==> src/rtl/inst_mem_loader_pkg.sv <==
// Shared types and helpers for the L1 instruction memory and its burst loader.
package inst_mem_pkg;

    typedef enum logic [1:0] {
        FC_NONE  = 2'b00,
        FC_RANGE = 2'b01,
        FC_ALIGN = 2'b10,
        FC_BUSY  = 2'b11
    } fault_cause_e;

    typedef enum logic [0:0] {
        ST_IDLE = 1'b0,
        ST_LOAD = 1'b1
    } load_state_e;

    localparam logic [31:0] INST_NOP = 32'h0000_0013;

    // Subtraction form avoids overflow of base+span near the top of the address space.
    function automatic logic in_range(input logic [63:0] addr, input logic [63:0] base,
                                      input logic [63:0] span);
        return (addr >= base) && ((addr - base) < span);
    endfunction

endpackage

==> src/rtl/inst_mem_loader_if.sv <==
// Fetch port (PC side) and loader stream port (host/DMA side) of the instruction memory.
interface inst_mem_loader_if #(
    parameter int XLEN   = 64,
    parameter int INST_W = 32
);
    import inst_mem_pkg::*;

    logic              fetch_en;
    logic [XLEN-1:0]   pc_if;
    logic [INST_W-1:0] inst_if;
    logic              inst_valid;
    logic              inst_fault;
    logic [1:0]        fault_cause;

    // Loader stream: a word moves on every cycle where load_valid and load_ready are both high;
    // load_valid/load_data/load_last must stay stable until then, load_ready never waits on load_valid.
    logic              load_start;
    logic [XLEN-1:0]   load_addr;
    logic              load_valid;
    logic              load_last;
    logic [INST_W-1:0] load_data;
    logic              load_ready;
    logic              load_busy;
    logic              load_err;

    load_state_e       state_dbg;

    modport master (
        output fetch_en, pc_if, load_start, load_addr, load_valid, load_last, load_data,
        input  inst_if, inst_valid, inst_fault, fault_cause, load_ready, load_busy, load_err,
               state_dbg
    );

    modport slave (
        input  fetch_en, pc_if, load_start, load_addr, load_valid, load_last, load_data,
        output inst_if, inst_valid, inst_fault, fault_cause, load_ready, load_busy, load_err,
               state_dbg
    );

endinterface

==> src/rtl/inst_mem_loader_ram.sv <==
// DEPTH x INST_W array, one write port and one synchronous read port (block RAM shape).
module inst_mem_ram #(
    parameter int DEPTH  = 128,
    parameter int INST_W = 32,
    parameter int AW     = $clog2(DEPTH)
) (
    input  logic              clk,
    input  logic              rstn,
    input  logic              we,
    input  logic [AW-1:0]     waddr,
    input  logic [INST_W-1:0] wdata,
    input  logic              re,
    input  logic [AW-1:0]     raddr,
    output logic [INST_W-1:0] rdata
);

    logic [INST_W-1:0] mem [DEPTH];
    logic [INST_W-1:0] rdata_q, rdata_d;

    // Read register holds its value when no read is requested (stall and fault cycles).
    always_comb begin
        rdata_d = rdata_q;
        if (re) begin
            rdata_d = mem[raddr];
        end
    end

    always_ff @(posedge clk) begin
        if (we) begin
            mem[waddr] <= wdata;
        end
    end

    always_ff @(posedge clk) begin
        if (!rstn) begin
            rdata_q <= '0;
        end else begin
            rdata_q <= rdata_d;
        end
    end

    assign rdata = rdata_q;

endmodule

==> src/rtl/inst_mem_loader.sv <==
// L1 instruction memory: registered IF fetch with fault reporting plus a burst program loader.
module inst_mem_loader
    import inst_mem_pkg::*;
#(
    parameter int              XLEN      = 64,
    parameter int              INST_W    = 32,
    parameter int              DEPTH     = 128,
    parameter logic [XLEN-1:0] BASE_ADDR = '0,
    parameter bit              ALIGN_CHK = 1'b1
) (
    input  logic               clk,
    input  logic               rstn,
    inst_mem_loader_if.slave   bus
);

    localparam int          AW   = $clog2(DEPTH);
    localparam logic [63:0] SPAN = 64'(4 * DEPTH);

    load_state_e  state_q, state_d;
    logic [AW-1:0] idx_q, idx_d;
    logic          err_q, err_d;
    logic          valid_q, valid_d;
    logic          fault_q, fault_d;
    fault_cause_e  cause_q, cause_d;

    logic          pc_ok, start_ok, start_acc, busy;
    logic [AW-1:0] pc_idx, start_idx;
    logic          ram_we, ram_re;

    assign pc_ok     = in_range(64'(bus.pc_if), 64'(BASE_ADDR), SPAN);
    assign pc_idx    = AW'((bus.pc_if - BASE_ADDR) >> 2);
    assign start_ok  = in_range(64'(bus.load_addr), 64'(BASE_ADDR), SPAN)
                       && (bus.load_addr[1:0] == 2'b00);
    assign start_idx = AW'((bus.load_addr - BASE_ADDR) >> 2);
    assign start_acc = (state_q == ST_IDLE) && bus.load_start && start_ok;
    // The cycle a start is accepted already counts as busy so a fetch never races the first write.
    assign busy      = (state_q == ST_LOAD) || start_acc;

    always_comb begin
        state_d = state_q;
        idx_d   = idx_q;
        err_d   = 1'b0;
        ram_we  = 1'b0;
        case (state_q)
            ST_IDLE: begin
                if (bus.load_start) begin
                    if (start_ok) begin
                        state_d = ST_LOAD;
                        idx_d   = start_idx;
                    end else begin
                        err_d = 1'b1;
                    end
                end
            end
            ST_LOAD: begin
                if (bus.load_valid) begin
                    ram_we = rstn;
                    idx_d  = idx_q + AW'(1);
                    if (bus.load_last) begin
                        state_d = ST_IDLE;
                    end else if (idx_q == AW'(DEPTH - 1)) begin
                        // Top word written without load_last: stop rather than wrap onto word 0.
                        state_d = ST_IDLE;
                        err_d   = 1'b1;
                    end
                end
            end
            default: state_d = ST_IDLE;
        endcase
    end

    always_comb begin
        valid_d = 1'b0;
        fault_d = 1'b0;
        cause_d = FC_NONE;
        ram_re  = 1'b0;
        if (!bus.fetch_en) begin
            cause_d = FC_NONE;
        end else if (!pc_ok) begin
            fault_d = 1'b1;
            cause_d = FC_RANGE;
        end else if (ALIGN_CHK && (bus.pc_if[1:0] != 2'b00)) begin
            fault_d = 1'b1;
            cause_d = FC_ALIGN;
        end else if (busy) begin
            fault_d = 1'b1;
            cause_d = FC_BUSY;
        end else begin
            ram_re  = 1'b1;
            valid_d = 1'b1;
        end
    end

    always_ff @(posedge clk) begin
        if (!rstn) begin
            state_q <= ST_IDLE;
            idx_q   <= '0;
            err_q   <= 1'b0;
            valid_q <= 1'b0;
            fault_q <= 1'b0;
            cause_q <= FC_NONE;
        end else begin
            state_q <= state_d;
            idx_q   <= idx_d;
            err_q   <= err_d;
            valid_q <= valid_d;
            fault_q <= fault_d;
            cause_q <= cause_d;
        end
    end

    inst_mem_ram #(
        .DEPTH  (DEPTH),
        .INST_W (INST_W)
    ) u_ram (
        .clk   (clk),
        .rstn  (rstn),
        .we    (ram_we),
        .waddr (idx_q),
        .wdata (bus.load_data),
        .re    (ram_re),
        .raddr (pc_idx),
        .rdata (bus.inst_if)
    );

    assign bus.inst_valid  = valid_q;
    assign bus.inst_fault  = fault_q;
    assign bus.fault_cause = cause_q;
    assign bus.load_ready  = (state_q == ST_LOAD);
    assign bus.load_busy   = (state_q == ST_LOAD);
    assign bus.load_err    = err_q;
    assign bus.state_dbg   = state_q;

endmodule

==> src/flat_wrapper.sv <==
// flat-port wrapper written by rule: the top's interface ports become plain ports
module inst_mem_loader_flat import inst_mem_pkg::*;
#(
    parameter int              XLEN      = 64,
    parameter int              INST_W    = 32,
    parameter int              DEPTH     = 128,
    parameter logic [XLEN-1:0] BASE_ADDR = '0,
    parameter bit              ALIGN_CHK = 1'b1
)
  (clk, rstn, bus_fetch_en, bus_pc_if, bus_load_start, bus_load_addr, bus_load_valid, bus_load_last, bus_load_data, bus_inst_if, bus_inst_valid, bus_inst_fault, bus_fault_cause, bus_load_ready, bus_load_busy, bus_load_err, bus_state_dbg);
  inst_mem_loader_if #(.XLEN(XLEN), .INST_W(INST_W)) bus_i ();
  input  logic clk;
  input  logic rstn;
  input wire logic [$bits(bus_i.fetch_en)-1:0] bus_fetch_en;
  input wire logic [$bits(bus_i.pc_if)-1:0] bus_pc_if;
  input wire logic [$bits(bus_i.load_start)-1:0] bus_load_start;
  input wire logic [$bits(bus_i.load_addr)-1:0] bus_load_addr;
  input wire logic [$bits(bus_i.load_valid)-1:0] bus_load_valid;
  input wire logic [$bits(bus_i.load_last)-1:0] bus_load_last;
  input wire logic [$bits(bus_i.load_data)-1:0] bus_load_data;
  output wire logic [$bits(bus_i.inst_if)-1:0] bus_inst_if;
  output wire logic [$bits(bus_i.inst_valid)-1:0] bus_inst_valid;
  output wire logic [$bits(bus_i.inst_fault)-1:0] bus_inst_fault;
  output wire logic [$bits(bus_i.fault_cause)-1:0] bus_fault_cause;
  output wire logic [$bits(bus_i.load_ready)-1:0] bus_load_ready;
  output wire logic [$bits(bus_i.load_busy)-1:0] bus_load_busy;
  output wire logic [$bits(bus_i.load_err)-1:0] bus_load_err;
  output wire logic [$bits(bus_i.state_dbg)-1:0] bus_state_dbg;
  assign bus_i.fetch_en = bus_fetch_en;
  assign bus_i.pc_if = bus_pc_if;
  assign bus_i.load_start = bus_load_start;
  assign bus_i.load_addr = bus_load_addr;
  assign bus_i.load_valid = bus_load_valid;
  assign bus_i.load_last = bus_load_last;
  assign bus_i.load_data = bus_load_data;
  assign bus_inst_if = bus_i.inst_if;
  assign bus_inst_valid = bus_i.inst_valid;
  assign bus_inst_fault = bus_i.inst_fault;
  assign bus_fault_cause = bus_i.fault_cause;
  assign bus_load_ready = bus_i.load_ready;
  assign bus_load_busy = bus_i.load_busy;
  assign bus_load_err = bus_i.load_err;
  assign bus_state_dbg = bus_i.state_dbg;
  inst_mem_loader #(.XLEN(XLEN), .INST_W(INST_W), .DEPTH(DEPTH), .BASE_ADDR(BASE_ADDR), .ALIGN_CHK(ALIGN_CHK)) u_core (.clk(clk), .rstn(rstn), .bus(bus_i));
endmodule
==> config.mk <==
export PLATFORM = sky130hd
export DESIGN_NAME = inst_mem_loader_flat
export DESIGN_NICKNAME = d
export VERILOG_FILES = /design/src/rtl/inst_mem_loader_pkg.sv /design/src/rtl/inst_mem_loader_if.sv /design/src/rtl/inst_mem_loader_ram.sv /design/src/rtl/inst_mem_loader.sv /design/src/flat_wrapper.sv
export SDC_FILE = /design/constraint.sdc
export NUM_CORES = 2
export LEC_CHECK = 0
export ABC_CLOCK_PERIOD_IN_PS = 4280
export BUFFER_PORTS_ARGS = -buffer_cell sky130_fd_sc_hd__buf_2
export CAP_MARGIN = 25
export CORE_ASPECT_RATIO = 1.25
export CORE_MARGIN = 3
export CORE_UTILIZATION = 45
export CTS_CLUSTER_SIZE = 28
export DETAILED_ROUTE_END_ITERATION = 6
export GPL_TIMING_DRIVEN = 0
export REMOVE_ABC_BUFFERS = 1
export SLEW_MARGIN = 20
export SYNTH_ARGS = -nofsm -noshare
export SYNTH_HDL_FRONTEND = slang
export SYNTH_SLANG_ARGS = --single-unit
export TNS_END_PERCENT = 50
==> constraint.sdc <==
create_clock -name clk -period 4.28 [get_ports clk]
set_input_delay 0.856 -clock clk [delete_from_list [all_inputs] [get_ports clk]]
set_output_delay 0.856 -clock clk [all_outputs]
set_load 0.02 [all_outputs]
* Yosys cells after proc, flatten, opt, wreduce, memory -nomap -nowiden
Memories as Yosys holds them, arrays and structs flattened. A register that Yosys moved wholly into a read port is not among the register bits.
Cells that the tools add are included.
** Storage, ports and cells
- Word-level logic and storage cells :: 60
- Bits in writable memories :: 4096
- Register bits after elaboration :: 13
- Memories kept :: 1
** Memories
- u_core.u_ram.mem :: words 128, width 32, read ports 1, clocked after memory_dff 1, write ports 1, line inst_mem_loader_ram.sv:17 : logic [INST_W-1:0] mem [DEPTH];
** Cells by class
- Eq/ne operators :: 4
- Bitwise gates (word level) :: 1
- Mux-type cells :: 30
- Add/sub/neg operators :: 1
- Order comparisons :: 4
- Reduce and logical (&&, ||, !) cells :: 12
** Operators with widths (number)
- $ge 64x1->1 const B :: 2
- $lt 64x10->1 const B :: 2
- $mux 1 :: 22
- $mux 7 :: 3
- $pmux 7 s2 :: 1
- $add 7x1->7 const B :: 1
- $eq 7x7->1 const B :: 1
- $reduce_and 3->1 :: 2
- $logic_and 1x1->1 :: 5
- $mux 2 :: 2
- $ne 2x2->1 const B :: 2
- $pmux 1 s2 :: 2
- $logic_not 2->1 :: 1
- $ne 2x1->1 const B :: 1
- $reduce_and 2->1 :: 1
- $reduce_bool 2->1 :: 1
- $logic_not 1->1 :: 1
- $logic_or 1x1->1 :: 1
- $not 1->1 :: 1

* Depth between registers and ports, before layout
- Depth after elaboration :: 9
- Mapped depth :: 12

* By module
From an unflattened synthesis, not the netlist that was laid out.
** Unflattened totals
- Cell total of the unflattened synthesis :: 7119
- Area, all modules :: 158640.9 um^2
** Modules (own cells, without submodules)
- inst_mem_ram :: cells an instance 6986, sequential area each 123638.6 um^2, area each 157661.2 um^2, times used 1
- inst_mem_loader :: cells an instance 133, sequential area each 260.2 um^2, area each 979.7 um^2, times used 1

* Worst setup path after synthesis
No wires, ideal clock.
- Kind :: input to register
- Start :: in rstn
- End :: mem u_core.u_ram.mem[115][0] (enable)
- Data required time :: 3.859 ns
- Buffers on the path :: 3
- Slack :: 0.549 ns
- Data arrival time :: 3.310 ns
- Cell stages on the path :: 6
- Cells stage by stage :: clkbuf_1 > and3_1 > clkbuf_1 > nand4b_1 > clkbuf_1 > nor2_1
** Between the ends
- Word-level cells in the longest chain between the ends :: 4
** RTL lines
- start, declared :: line flat_wrapper.sv:13 : input logic rstn;
- $mux 1 :: line inst_mem_loader.sv:56 : if (bus.load_valid) begin
- $mux 1 :: line inst_mem_loader.sv:44 : case (state_q)
- $mux 1 :: line inst_mem_loader_ram.sv:29 : if (we) begin
- $mux 1 (implied by the code) :: line inst_mem_loader_ram.sv:30 : mem[waddr] <= wdata;
- end, declared :: line inst_mem_loader_ram.sv:17
Every way passes these cells.

* Final worst setup path
- Start :: in bus_pc_if[3]
- End :: reg u_core.u_ram.rdata_q[8], in the netlist u_core.u_ram.rdata[8] (read register of u_core.u_ram.mem)
** Between the ends
- Word-level cells in the longest chain between the ends :: 4
** RTL lines
- start, declared :: line flat_wrapper.sv:15 : input wire logic [$bits(bus_i.pc_if)-1:0] bus_pc_if;
- $ge 64x1->1 / $lt 64x10->1 (equally long branches) :: line inst_mem_loader_pkg.sv:21 : return (addr >= base) && ((addr - base) < span);
- $logic_and 1x1->1 :: line inst_mem_loader_pkg.sv:21
- $mux 1 (2 in a row)
- end, declared :: line inst_mem_loader_ram.sv:18 : logic [INST_W-1:0] rdata_q, rdata_d;
Parallel ways exist; a longest one is shown, timed or not.
A chain may end at the register's enable or synchronous reset.

==> metrics.yaml <==
insertion_delay_ns: 0.92
dp.cells: 11884
wl_per_cell_um: 33.6
ys_seq_area_frac: 0.784
ios: 206
grt_first_pass_wirelength_mm: 597
ant_nets: 0
antenna_found_initial: 20
peakVddDrop_v: 0.000346
layout-drive-gt1-share: 0.274
grt-ovfl-total: 0
critical_path_class: "input port to flip-flop"
power_density_nw_per_um2: 453
synth_edf_count: 4096
cts_buffers: 396
finalMaxSlewViolations: 0
synth.ff_latch_count: 4141
status: "complete, but fails checks"
timing.fmax_ghz: 0.224
cts-htree-levels: 5
slew_headroom: 0.280
yosys-top-cells-area: "edfxtp_1, mux4_2, mux2i_1"
min_path_type: "input port to flip-flop"
initial_utilization: 0.453
grt_max_degree: 112
async_flop_share: 0
finClkSkew_ns: 0.0683
cpPeakStageDelay_ns: 0.71
grt_setup_unrepaired: "no"
first_global_vias: 78475
worstMarginPinSlew_ns: 1.07
ys_top_cells_by_count: "edfxtp_1, mux4_2, mux2i_1"
die_y_um: 668
dominantRegCellSynth: "edfxtp_1"
firstDrtPassIters: 7
drc: 3
path_buf_inv: 5
area_delta_synth_final_pct: 16.6
port_buffers: 205
post-route-util: 0.528
arrival_ns: 5.30
vias: 77385
postCtsHoldBufs: 0
nets: 7824
hold_violations: 0
cts_tree: "built"
vias_per_cell: 6.13
wirelength_mm: 424
syn_area_sq_um: 158000
crit_path_end_kind: "flip-flop"
cp_max_fo: 111
die_w_um: 536
cts_root_buffer: "clkbuf_16"
fin_crit_ns: 4.46
clk_pin_slew_ns: 0.06
core_sq_um: 349000
ys_types: 55
violations: "DRC, setup timing"
n_fill_cell: 26336
start_kind: "input port"
critPathTopFamily: "simple AND/OR/NAND/NOR gates"
drv_cap: 0
path_cells: "buf_12 -> buf_16 -> buf_16 -> or2_4 -> buf_12 -> buf_12 -> o221ai_1 -> nor3_1 -> nor3_1 -> nand4_1 -> a21oi_2"
rows: 242
die-area_sq_um: 358000
leakagePower_nw: 57.6
synth_most_common_cell: "edfxtp_1"
finalWorstSetupSlack_ns: -0.179
clockBufferDepth: 4
fin_crit_sh: 1.04
cts.sinks: 4141
cp_slowest_cell: "nor3_1"
gr-usage-all-layers: 0.235
syn-instance-count: 7180
synth_warnings: 0
required_ns: 5.12
drtIter0Drc: 9397
avgSynthCellArea_sq_um: 22.0
yosysTopAreaCellShare: 0.779
cp_common_cell: "buf_12"
setup_viol: 5
fin_cells: 12620
gp_congestion: 0.820
yosys.area.top_type: "edfxtp_1"
dp_hpwl_mm: 262
## sequential cells by signal, summed over array words and instances (netlist names)
register	count
u_core.u_ram.mem	4096
u_core.u_ram.rdata	32
u_core.idx_q	7
u_core.bus.fault_cause	2
u_core.bus.inst_fault	1
u_core.bus.inst_valid	1
u_core.bus.load_busy	1
u_core.bus.load_err	1
## kinds of logic after synthesis
kind of cell | Yosys count | share of synthesized area
buffers and inverters | 434 | 0.0123
adder cells (fa/ha/maj) | 1 | 0.0000792
multiplexers | 1280 | 0.150
flip-flops | 4141 | 0.784
AND/OR/NAND/NOR | 539 | 0.0164
AO/OA/AOI/OAI | 785 | 0.0367
## through the flow
stage          TNS, ns  total power [mW]  hold slack [ns]  area (sq um)  worst slack [ns]
6_report        -0.276              83.3            0.267        184000            -0.179
5_1_grt              0              85.6            0.267        184000            0.0169
4_1_cts        -0.0583              83.9            0.201        184000           -0.0430
3_5_place_dp   -351.06              49.3            0.585        171000             -1.77
3_3_place_gp         -              51.9            0.589        163000            -39.92
2_1_floorplan   -31.36              46.8            0.552        156000            -0.983
## where the power goes
group          internal (mW)  switching, mW
combinational           1.35           2.60
sequential              44.5       0.000340
clock                   19.9           14.9
total                   65.8           17.5
## per-layer routing
layer	vias to the layer above	GRT usage	share of wire
li1	31650	-	-
met1	41524	0.316	0.38
met2	3513	0.379	0.49
met3	692	0.0421	0.083
met4	6	0.0982	0.047
met5	-	0	0.000080
## cell type report
| cell class | count | area (sq um) | share of cell area |
|---|---|---|---|
| Clock inverter | 241 | 2350 | 0.0128 |
| Sequential cell | 4141 | 124000 | 0.673 |
| Inverter | 5 | 26.3 | 0.000143 |
| Antenna cell | 12 | 30.0 | 0.000163 |
| Clock buffer | 472 | 10400 | 0.0566 |
| Timing Repair Buffer | 506 | 8100 | 0.0440 |
| Tap cell | 4636 | 5800 | 0.0315 |
| Multi-Input combinational cell | 2607 | 33500 | 0.182 |
## path summary, 6_finish.rpt
path	from	depth (start not counted)	end	slack (ns)
max	bus_pc_if[3]	11	u_core.u_ram.rdata[8]$_SDFFE_PN0P_	-0.18
max reg2reg	u_core.bus.load_busy$_SDFF_PN0_	4	u_core.u_ram.mem[77][13]$_DFFE_PP_	0.27
min	bus_pc_if[0]	4	u_core.bus.fault_cause[0]$_SDFF_PN0_	0.27
min reg2reg	u_core.u_ram.rdata[29]$_SDFFE_PN0P_	4	u_core.u_ram.rdata[29]$_SDFFE_PN0P_	0.59
## placed cells by master (no fill, tap or decap), drive strengths merged, types with 157 or more instances in the layout
| cell | n |
|---|---|
| edfxtp | 4096 |
| mux4 | 870 |
| buf | 502 |
| clkbuf | 473 |
| mux2i | 410 |
| nor2 | 182 |
| clkinv | 170 |
| o22ai | 159 |
| o221ai | 157 |
## what timing repair did
action                     in CTS  in global routing
cloned                          5                  1
pin swaps                      14                  2
setup endpoints to repair      32                 25
gates resized for setup        38                  5
buffers inserted                0                  4
## worst min-delay path: cells and delay by family
kind,cells,cell delay [ns]
buffers and inverters,1,0.10
AND/OR/NAND/NOR,3,0.18
(Power assumes the default switching activity.)
